===== src/rtl/mips_pkg.sv =====
// mips_pkg -- definitions shared by the memory-access stage and its helpers.
//
// Contents:
//   OP_LB .. OP_SW     MIPS load/store primary opcodes (inst[31:26])
//   stage_state_t      memory-stage state encoding (ST_IDLE, ST_ACCESS)
//   mem_size_t         access width (byte / half / word)
//   BE_* constants     big-endian byte-lane select patterns (be[3] = offset 0)
//   mem_op_t           decoded memory-op attributes
//   decode_mem_op()    opcode -> mem_op_t
package mips_pkg;

  localparam logic [5:0] OP_LB  = 6'h20;
  localparam logic [5:0] OP_LH  = 6'h21;
  localparam logic [5:0] OP_LW  = 6'h23;
  localparam logic [5:0] OP_LBU = 6'h24;
  localparam logic [5:0] OP_LHU = 6'h25;
  localparam logic [5:0] OP_SB  = 6'h28;
  localparam logic [5:0] OP_SH  = 6'h29;
  localparam logic [5:0] OP_SW  = 6'h2B;

  typedef enum logic {
    ST_IDLE   = 1'b0,
    ST_ACCESS = 1'b1
  } stage_state_t;

  typedef enum logic [1:0] {
    SZ_BYTE = 2'd0,
    SZ_HALF = 2'd1,
    SZ_WORD = 2'd2
  } mem_size_t;

  // Lane patterns. Byte offset 0 is the most significant lane (be[3]).
  localparam logic [3:0] BE_NONE    = 4'b0000;
  localparam logic [3:0] BE_BYTE0   = 4'b1000;  // shifted right by the byte offset
  localparam logic [3:0] BE_HALF_HI = 4'b1100;  // half at offset 0
  localparam logic [3:0] BE_HALF_LO = 4'b0011;  // half at offset 2
  localparam logic [3:0] BE_WORD    = 4'b1111;

  typedef struct packed {
    logic      is_mem;
    logic      is_store;
    logic      is_signed;
    mem_size_t size;
  } mem_op_t;

  function automatic mem_op_t decode_mem_op(input logic [5:0] opcode);
    mem_op_t d;
    d.is_mem    = 1'b1;
    d.is_store  = 1'b0;
    d.is_signed = 1'b0;
    d.size      = SZ_WORD;
    case (opcode)
      OP_LB:  begin d.size = SZ_BYTE; d.is_signed = 1'b1; end
      OP_LH:  begin d.size = SZ_HALF; d.is_signed = 1'b1; end
      OP_LW:  d.size = SZ_WORD;
      OP_LBU: d.size = SZ_BYTE;
      OP_LHU: d.size = SZ_HALF;
      OP_SB:  begin d.size = SZ_BYTE; d.is_store = 1'b1; end
      OP_SH:  begin d.size = SZ_HALF; d.is_store = 1'b1; end
      OP_SW:  begin d.size = SZ_WORD; d.is_store = 1'b1; end
      default: d.is_mem = 1'b0;
    endcase
    return d;
  endfunction

endpackage


===== src/rtl/mem_lane_align.sv =====
// mem_lane_align -- combinational byte-lane handling for the memory stage.
//
// Load side (uses the attributes latched for the access in flight):
//   ld_size, ld_signed, ld_off, mem_din  ->  load_val (aligned, sign/zero extended)
// Access side (uses the incoming instruction):
//   acc_size, acc_off, store_val  ->  acc_be, acc_dout (lane-replicated), acc_misaligned
// Lanes are big-endian: byte offset 0 lives in mem_din[31:24] and be[3].
module mem_lane_align
  import mips_pkg::*;
(
  input  mem_size_t   ld_size,
  input  logic        ld_signed,
  input  logic [1:0]  ld_off,
  input  logic [31:0] mem_din,
  output logic [31:0] load_val,
  input  mem_size_t   acc_size,
  input  logic [1:0]  acc_off,
  input  logic [31:0] store_val,
  output logic [3:0]  acc_be,
  output logic [31:0] acc_dout,
  output logic        acc_misaligned
);

  // din_lane[k] is the byte in physical lane k (lane 3 = MSB = offset 0).
  logic [7:0] din_lane [4];

  genvar gi;
  generate
    for (gi = 0; gi < 4; gi++) begin : g_lane
      assign din_lane[gi] = mem_din[8*gi+7 -: 8];
    end
  endgenerate

  logic [7:0]  ld_byte;
  logic [15:0] ld_half;

  always_comb begin
    ld_byte = din_lane[2'd3 - ld_off];
    ld_half = ld_off[1] ? mem_din[15:0] : mem_din[31:16];
    case (ld_size)
      SZ_BYTE: load_val = {{24{ld_signed & ld_byte[7]}}, ld_byte};
      SZ_HALF: load_val = {{16{ld_signed & ld_half[15]}}, ld_half};
      default: load_val = mem_din;
    endcase
  end

  always_comb begin
    acc_be         = BE_NONE;
    acc_dout       = store_val;
    acc_misaligned = 1'b0;
    case (acc_size)
      SZ_BYTE: begin
        acc_be   = BE_BYTE0 >> acc_off;
        acc_dout = {4{store_val[7:0]}};
      end
      SZ_HALF: begin
        acc_misaligned = acc_off[0];
        acc_be         = acc_off[1] ? BE_HALF_LO : BE_HALF_HI;
        acc_dout       = {2{store_val[15:0]}};
      end
      default: begin
        acc_misaligned = |acc_off;
        acc_be         = BE_WORD;
      end
    endcase
  end

endmodule


===== src/rtl/inst_memory.sv =====
// inst_memory -- MIPS pipeline memory-access stage (feeds writeback).
//
// Non-memory instructions pass through with one cycle of latency. Loads and
// stores are latched and issued on a req/ack data-memory port; upstream is
// stalled until the ack arrives, then the result is registered for writeback.
// Misaligned halves/words issue no access and retire as a bubble (rd_out=0)
// with pc/inst still passed through.
//
// Ports:
//   clk, rst                 clock; asynchronous active-high reset
//   in_valid, pc_in, inst,   execute-stage result (pc is a word address [31:2])
//   rd, alu_val, store_val
//   stall                    upstream must hold its inputs while 1
//   mem_req, mem_we,         data-memory request (word address, big-endian
//   mem_addr, mem_be,        byte enables, lane-replicated store data)
//   mem_dout
//   mem_din, mem_ack         load data / completion
//   pc_out, inst_out,        registered writeback bundle; rd_out=0 means no write
//   rd_out, rd_val_out
//   addr_exc                 misaligned-access pulse
//
// Build option: define INST_MEMORY_ALIGN_TRAP_EN to make addr_exc pulse for one
// cycle alongside a misaligned instruction's writeback; otherwise it is tied 0.
module inst_memory
  import mips_pkg::*;
#(
  parameter int ADDR_W = 32
) (
  input  logic              clk,
  input  logic              rst,
  input  logic              in_valid,
  input  logic [29:0]       pc_in,
  input  logic [31:0]       inst,
  input  logic [4:0]        rd,
  input  logic [31:0]       alu_val,
  input  logic [31:0]       store_val,
  output logic              stall,
  output logic              mem_req,
  output logic              mem_we,
  output logic [ADDR_W-3:0] mem_addr,
  output logic [3:0]        mem_be,
  output logic [31:0]       mem_dout,
  input  logic [31:0]       mem_din,
  input  logic              mem_ack,
  output logic [29:0]       pc_out,
  output logic [31:0]       inst_out,
  output logic [4:0]        rd_out,
  output logic [31:0]       rd_val_out,
  output logic              addr_exc
);

  stage_state_t state_reg, state_next;
  mem_op_t      in_op;

  // Access latched at acceptance; drives the memory port for the whole ACCESS.
  logic              lat_we_reg;
  logic              lat_signed_reg;
  mem_size_t         lat_size_reg;
  logic [1:0]        lat_off_reg;
  logic [ADDR_W-3:0] lat_addr_reg;
  logic [3:0]        lat_be_reg;
  logic [31:0]       lat_dout_reg;
  logic [29:0]       lat_pc_reg;
  logic [31:0]       lat_inst_reg;
  logic [4:0]        lat_rd_reg;

  logic [3:0]  acc_be;
  logic [31:0] acc_dout;
  logic        acc_misaligned;
  logic [31:0] load_val;
  logic        accept_mem;

  logic [29:0] pc_next;
  logic [31:0] inst_next;
  logic [4:0]  rd_next;
  logic [31:0] rd_val_next;

  assign in_op = decode_mem_op(inst[31:26]);

  mem_lane_align u_align (
    .ld_size        (lat_size_reg),
    .ld_signed      (lat_signed_reg),
    .ld_off         (lat_off_reg),
    .mem_din        (mem_din),
    .load_val       (load_val),
    .acc_size       (in_op.size),
    .acc_off        (alu_val[1:0]),
    .store_val      (store_val),
    .acc_be         (acc_be),
    .acc_dout       (acc_dout),
    .acc_misaligned (acc_misaligned)
  );

  assign accept_mem = (state_reg == ST_IDLE) & in_valid & in_op.is_mem & ~acc_misaligned;

  // ---------------------------------------------------------------- state register
  always_ff @(posedge clk or posedge rst) begin
    if (rst) begin
      state_reg <= ST_IDLE;
    end else begin
      state_reg <= state_next;
    end
  end

  // ---------------------------------------------------------------- next state
  always_comb begin
    state_next = state_reg;
    case (state_reg)
      ST_IDLE:   if (accept_mem) state_next = ST_ACCESS;
      ST_ACCESS: if (mem_ack)    state_next = ST_IDLE;
      default:   state_next = ST_IDLE;
    endcase
  end

  // ---------------------------------------------------------------- outputs
  // Anything not explicitly retiring writes a bubble (all zero) to writeback,
  // including the acceptance cycle of a memory op and each ACCESS wait cycle.
  always_comb begin
    stall       = 1'b0;
    mem_req     = 1'b0;
    pc_next     = '0;
    inst_next   = '0;
    rd_next     = '0;
    rd_val_next = '0;
    case (state_reg)
      ST_IDLE: begin
        if (in_valid && !in_op.is_mem) begin
          pc_next     = pc_in;
          inst_next   = inst;
          rd_next     = rd;
          rd_val_next = alu_val;
        end else if (in_valid && acc_misaligned) begin
          // Misaligned: no access, retire as a bubble that still carries pc/inst.
          pc_next   = pc_in;
          inst_next = inst;
        end
      end
      ST_ACCESS: begin
        mem_req = 1'b1;
        stall   = ~mem_ack;
        if (mem_ack) begin
          pc_next   = lat_pc_reg;
          inst_next = lat_inst_reg;
          if (!lat_we_reg) begin
            rd_next     = lat_rd_reg;
            rd_val_next = load_val;
          end
        end
      end
      default: ;
    endcase
  end

  assign mem_we   = mem_req & lat_we_reg;
  assign mem_addr = lat_addr_reg;
  assign mem_be   = lat_be_reg;
  assign mem_dout = lat_dout_reg;

  // ---------------------------------------------------------------- access latch
  always_ff @(posedge clk or posedge rst) begin
    if (rst) begin
      lat_we_reg     <= 1'b0;
      lat_signed_reg <= 1'b0;
      lat_size_reg   <= SZ_WORD;
      lat_off_reg    <= '0;
      lat_addr_reg   <= '0;
      lat_be_reg     <= '0;
      lat_dout_reg   <= '0;
      lat_pc_reg     <= '0;
      lat_inst_reg   <= '0;
      lat_rd_reg     <= '0;
    end else if (accept_mem) begin
      lat_we_reg     <= in_op.is_store;
      lat_signed_reg <= in_op.is_signed;
      lat_size_reg   <= in_op.size;
      lat_off_reg    <= alu_val[1:0];
      lat_addr_reg   <= alu_val[ADDR_W-1:2];
      lat_be_reg     <= acc_be;
      lat_dout_reg   <= acc_dout;
      lat_pc_reg     <= pc_in;
      lat_inst_reg   <= inst;
      lat_rd_reg     <= rd;
    end
  end

  // ---------------------------------------------------------------- writeback registers
  always_ff @(posedge clk or posedge rst) begin
    if (rst) begin
      pc_out     <= '0;
      inst_out   <= '0;
      rd_out     <= '0;
      rd_val_out <= '0;
    end else begin
      pc_out     <= pc_next;
      inst_out   <= inst_next;
      rd_out     <= rd_next;
      rd_val_out <= rd_val_next;
    end
  end

`ifdef INST_MEMORY_ALIGN_TRAP_EN
  logic addr_exc_reg;
  logic addr_exc_next;

  assign addr_exc_next = (state_reg == ST_IDLE) & in_valid & in_op.is_mem & acc_misaligned;

  always_ff @(posedge clk or posedge rst) begin
    if (rst) begin
      addr_exc_reg <= 1'b0;
    end else begin
      addr_exc_reg <= addr_exc_next;
    end
  end

  assign addr_exc = addr_exc_reg;
`else
  assign addr_exc = 1'b0;
`endif

endmodule


===== config.mk =====
export PLATFORM = sky130hd
export DESIGN_NAME = inst_memory
export DESIGN_NICKNAME = d
export VERILOG_FILES = /design/src/rtl/mips_pkg.sv /design/src/rtl/mem_lane_align.sv /design/src/rtl/inst_memory.sv
export SDC_FILE = /design/constraint.sdc
export NUM_CORES = 1
export LEC_CHECK = 0
export CAP_MARGIN = 20
export CORE_MARGIN = 3
export CORE_UTILIZATION = 57
export CTS_CLUSTER_DIAMETER = 200
export DETAILED_ROUTE_END_ITERATION = 8
export DONT_BUFFER_PORTS = 1
export PLACE_DENSITY = 0.7
export SKIP_CTS_REPAIR_TIMING = 1
export SYNTH_ARGS = -nofsm -noshare
export SYNTH_HDL_FRONTEND = slang
export SYNTH_SLANG_ARGS = --single-unit
export TNS_END_PERCENT = 5

===== constraint.sdc =====
create_clock -name clk -period 14.5 [get_ports clk]
set_clock_uncertainty 0.15 [all_clocks]
set_input_delay 2.9 -clock clk [delete_from_list [all_inputs] [get_ports clk]]
set_output_delay 2.9 -clock clk [all_outputs]
set_load 0.005 [all_outputs]

* Word level (Yosys, flattened, before mapping) *
Index checks and enable logic that the tools add are counted.

storage, ports and cells
  bits in registers = 239
  bits of input ports = 167
  output and inout bits = 169
  word-level logic and storage cells = 83

operators by class
  $add $sub $neg = 1
  order comparisons = 1
  eq/ne operators = 10
  shift-type cells = 1
  mux-type cells = 34
  bitwise gates (word level) = 10
  reductions and logical operators = 11

operator list
  kind                                                                 count
  32-bit one-hot mux with 2 select lines                               4
  32-bit two-way mux                                                   6
  30-bit two-way mux                                                   3
  30-bit one-hot mux with 2 select lines                               1
  6-bit == test (second input constant)                                8
  8-bit binary-select mux with 2-bit select                            1
  16-bit two-way mux                                                   1
  8-bit two-way mux                                                    2
  5-bit two-way mux                                                    3
  5-bit one-hot mux with 2 select lines                                1
  3-bit OR reduction                                                   3
  4-bit one-hot mux with 2 select lines                                1
  8-bit OR reduction                                                   1
  1-bit two-way mux                                                    7
  1-bit AND                                                            6
  2-bit by 1-bit == test with 1-bit output (second input constant)     2
  2-bit logical NOT                                                    2
  4-bit two-way mux                                                    1
  1-bit one-hot mux with 2 select lines                                2
  2-bit one-hot mux with 2 select lines                                1
  2-bit OR reduction                                                   2
  4-bit by 2-bit right shift with 4-bit output (first input constant)  1
  3-bit greater-or-equal comparator (second input constant)            1
  1-bit inverter                                                       3
  4 further kinds                                                      5

* Depth between registers and ports, before layout *
  depth after elaboration = 10
  depth in mapped cells = 8
  gate-level depth less buffers = 5

* Modules after synthesis *
From an unflattened synthesis, not the netlist that was laid out.

unflattened totals
  cell total of the unflattened synthesis = 707
  area, all modules = 9994.6 µm²

modules (own cells, without submodules)
  module          times used  cells an instance  area each (µm²)  sequential area each (µm²)
  inst_memory     1           538                8753.4           5982.0
  mem_lane_align  1           169                1241.2           0.0

* Least setup slack after synthesis *
Ideal clock, no wire load.

  path kind = input port to output port
  from = in mem_ack
  to = out stall
  data arrival time = 3034 ps
  data required time = 11450 ps
  path slack = 8416 ps
  stages = 1
  path buffers = 0
  cell sequence = nor2b_1

between the ends
  longest elaborated chain between the ends = 2

RTL lines
  item                RTL line            RTL
  start: declaration  inst_memory.sv:44   input logic mem_ack,
  1-bit inverter      inst_memory.sv:140  stall = ~mem_ack;
  1-bit two-way mux   inst_memory.sv:125  case (state_reg)
  end: declaration    inst_memory.sv:37   output logic stall,

Every way passes these cells.

* Final worst setup path *
Same ends and word-level chain as after synthesis.

==> key figures <==
CTS
  • Num Clock Sinks: 239
  • CTS tree: yes
  • Clock H-tree levels: 1
  • Worst skew pair latency: approximately 520 ps
  • TritonCTS buffer count: 24
  • Worst-path clk slew: about 60 ps
  • Clk buf depth: 3
  • Root buffer cell: clkbuf_16

Final layout
  • Area growth syn-to-layout: 9.74%
  • Diode count: 0
  • Fin nets: 860
  • Share of cells above drive strength 1: between 20% and 30%

Setup path
  • Worst Path Max Fanout: 2
  • Critical path capture point type: output port
  • Required time of the critical path: 11450 ps
  • Crit-path max cell delay: between 150 and 200 ps
  • Critical Path Source Type: primary input
  • Critical path's top delay family: simple AND/OR/NAND/NOR gates
  • CP cell instances: nor2b_1
  • Bufs and invs on worst path: 0
  • Slowest CP cell: nor2b_1
  • Worst Setup Path Type: in -> out
  • CP arrival: between 3000 and 4000 ps

Logic synthesis
  • Ys flop type: dfrtp_1
  • Post-synth ARST share: between 90% and 100%
  • Synthesized instance count: around 700
  • Mean Syn Cell Area: between 10 and 15 µm²
  • EDFF count, synth: 0
  • Yosys reg bits: between 200 and 250
  • Synth Cell Area: ~10000 µm²
  • Sequential cell area fraction in the yosys report: about 61%
  • Net count after synthesis: 878
  • Netlist cell types: 36
  • Yosys warns: 0

Timing
  • Fmax: between 150 and 200 MHz
  • Final setup viols: 0
  • Worst slew pin tran: approximately 1100 ps
  • Final hold vios: 0
  • Slew headroom: between 20 and 30%
  • Min cycle time layout: approximately 6100 ps
  • Setup TNS: 0 ps
  • Period utilization: ~42%
  • RSZ-0062 raised after global routing: false
  • Max-slew violation count: 0
  • Final setup margin: ~8400 ps

Route
  • Routed WL: about 23000 µm
  • DR iter-0 viols: between 300 and 400
  • DRC Markers: 0
  • Vias: 5787
  • Vias/cell: just over 6
  • DRT antenna net count: 0
  • WL/cell: about 25 µm
  • DRT Pass-1 Iters: 8

GRT
  • First-pass GRT wire length: 34400 µm
  • Initial antenna violation count: 0
  • Grt total ovfl: 0
  • Vias in the first global route: between 5k and 6k
  • Gr usage total: between 20% and 30%
  • Largest net degree at the start of global routing: roughly 170

Floorplanning
  • FP Rows: 47
  • Die area: approximately 19000 µm²
  • Core area: around 17000 µm²
  • Initial Utilization: around 60%
  • Chip width: between 100 and 150 µm
  • Die height: 137 µm
  • # IOs: 336

Pwr
  • Power Dens Cells: 156 nW/µm²
  • Comb power frac: a little under an eighth
  • Clk pwr share: a little over a third
  • Maximum VDD drop: between 90 and 100 µV
  • Net Sw Frac: approximately 25%
  • Internal power: between 0.001 and 0.0015 W
  • Reg power frac: between 50 and 60%
  • Sw power: about 0.00041 W
  • Leakage: 5.20 nW

Flow run
  • Max-cap violations: 0

Worst hold path
  • Worst Hold Class: reg -> reg

Placement
  • Place WS: roughly 8400 ps
  • Final HPWL DP: 16200 µm
  • Port Buffers: 0
  • GP Congestion: 0.773

Run status
  • Status: finished, final reports clean
## per-layer routing
metal  vias up  track usage, %  part of all wire, %
li1       2541               -                    -
met3        48            9.52                   12
met5         -               0                    0
met4         0            7.59                  3.1
met2       275            39.5                   50
met1      2923            28.9                   36
## cells by family after synthesis
kind of cell / share of synthesized area (%)
AOI/OAI and AO/OA: 14.3
DFF: 61.4
muxes: 17.5
and+or+nand+nor: 3.76
buffers and inverters: 3.09
other: 0.0385
## worst paths after layout
path                                      from            end  slack [ps]  cells after the start
worst min-delay path            lat_pc_reg[13]     pc_out[13]         340                      1
worst max register to register       state_reg  lat_pc_reg[6]       11350                      5
worst max-delay path                   mem_ack          stall        8380                      1
worst min register to register  lat_pc_reg[13]     pc_out[13]         340                      1
min in group asynchronous                  rst      state_reg        2060                      1
max in group asynchronous                  rst   mem_dout[10]       10300                      3
## power groups by stage
stage	clock [W]	sequential, W	combinational (W)
after floorplan	0	0.000843	0.000173
after global placement	0	0.000874	0.000184
after detailed placement	0	0.000879	0.000195
after CTS	0.000621	0.000869	0.000196
after global routing	0.000649	0.000883	0.000215
final	0.000607	0.000868	0.000195
## synth_stat cells (2+ instances only)
cell / number / area (µm²)
dfrtp_1: 238 / 5960
a22o_1: 83 / 727
mux2_2: 77 / 867
o21ai_0: 68 / 340
clkbuf_1: 37 / 139
mux2_4: 37 / 556
mux2i_1: 28 / 280
nand2b_1: 24 / 150
nand2_1: 16 / 60.1
nor2_1: 13 / 48.8
inv_1: 12 / 45.0
a21oi_1: 11 / 55.1
a21o_1: 9 / 67.6
a221oi_1: 7 / 61.3
a222oi_1: 7 / 70.1
buf_2: 7 / 35.0
buf_6: 6 / 67.6
nor2b_1: 5 / 31.3
and2_1: 4 / 25.0
nor3_1: 3 / 15.0
o22ai_1: 3 / 18.8
buf_1: 2 / 7.51
## placed cells by master (no fill, tap or decap), types with 4 or more instances in the layout
cell       synthesis  layout
nor2_1            13      13
a222oi_1           7       7
o21ai_0           68      68
a221oi_1           7       7
a22o_1            83      83
a21oi_1           11      10
a21o_1             9       9
mux2_4            37      37
buf_4              1       6
clkbuf_16          0      24
inv_1             12      11
nand2_1           16      16
dfrtp_1          238     238
clkbuf_1          37       7
mux2_2            77      77
clkbuf_8           0       4
nor2b_1            5       4
nand2b_1          24      24
mux2i_1           28      28
## area by class of cell
cell class              instances  area (µm²)
fillers                      1240        5940
clock inverters                 6        93.8
inverters                      12        52.6
clock buffers                  35         682
multi-input cells             407        3490
flip-flops and latches        239        5980
repair buffers                  9         120
well taps                     220         275
## per-stage QoR
step | instances | total power [W] | util (%) | hold WS (ps) | area [µm²]
floorplan | 711 | 0.00102 | - | 285 | 9750
global placement | 884 | 0.00106 | 59.2 | 301 | 9850
detailed placement | 884 | 0.00107 | 59.2 | 326 | 9850
CTS | 925 | 0.00169 | 63.8 | 347 | 10600
global route | 928 | 0.00175 | 64.3 | 367 | 10700
finish | 928 | 0.00167 | 64.3 | 342 | 10700
No activity file was read; power rests on OpenSTA's default activity.
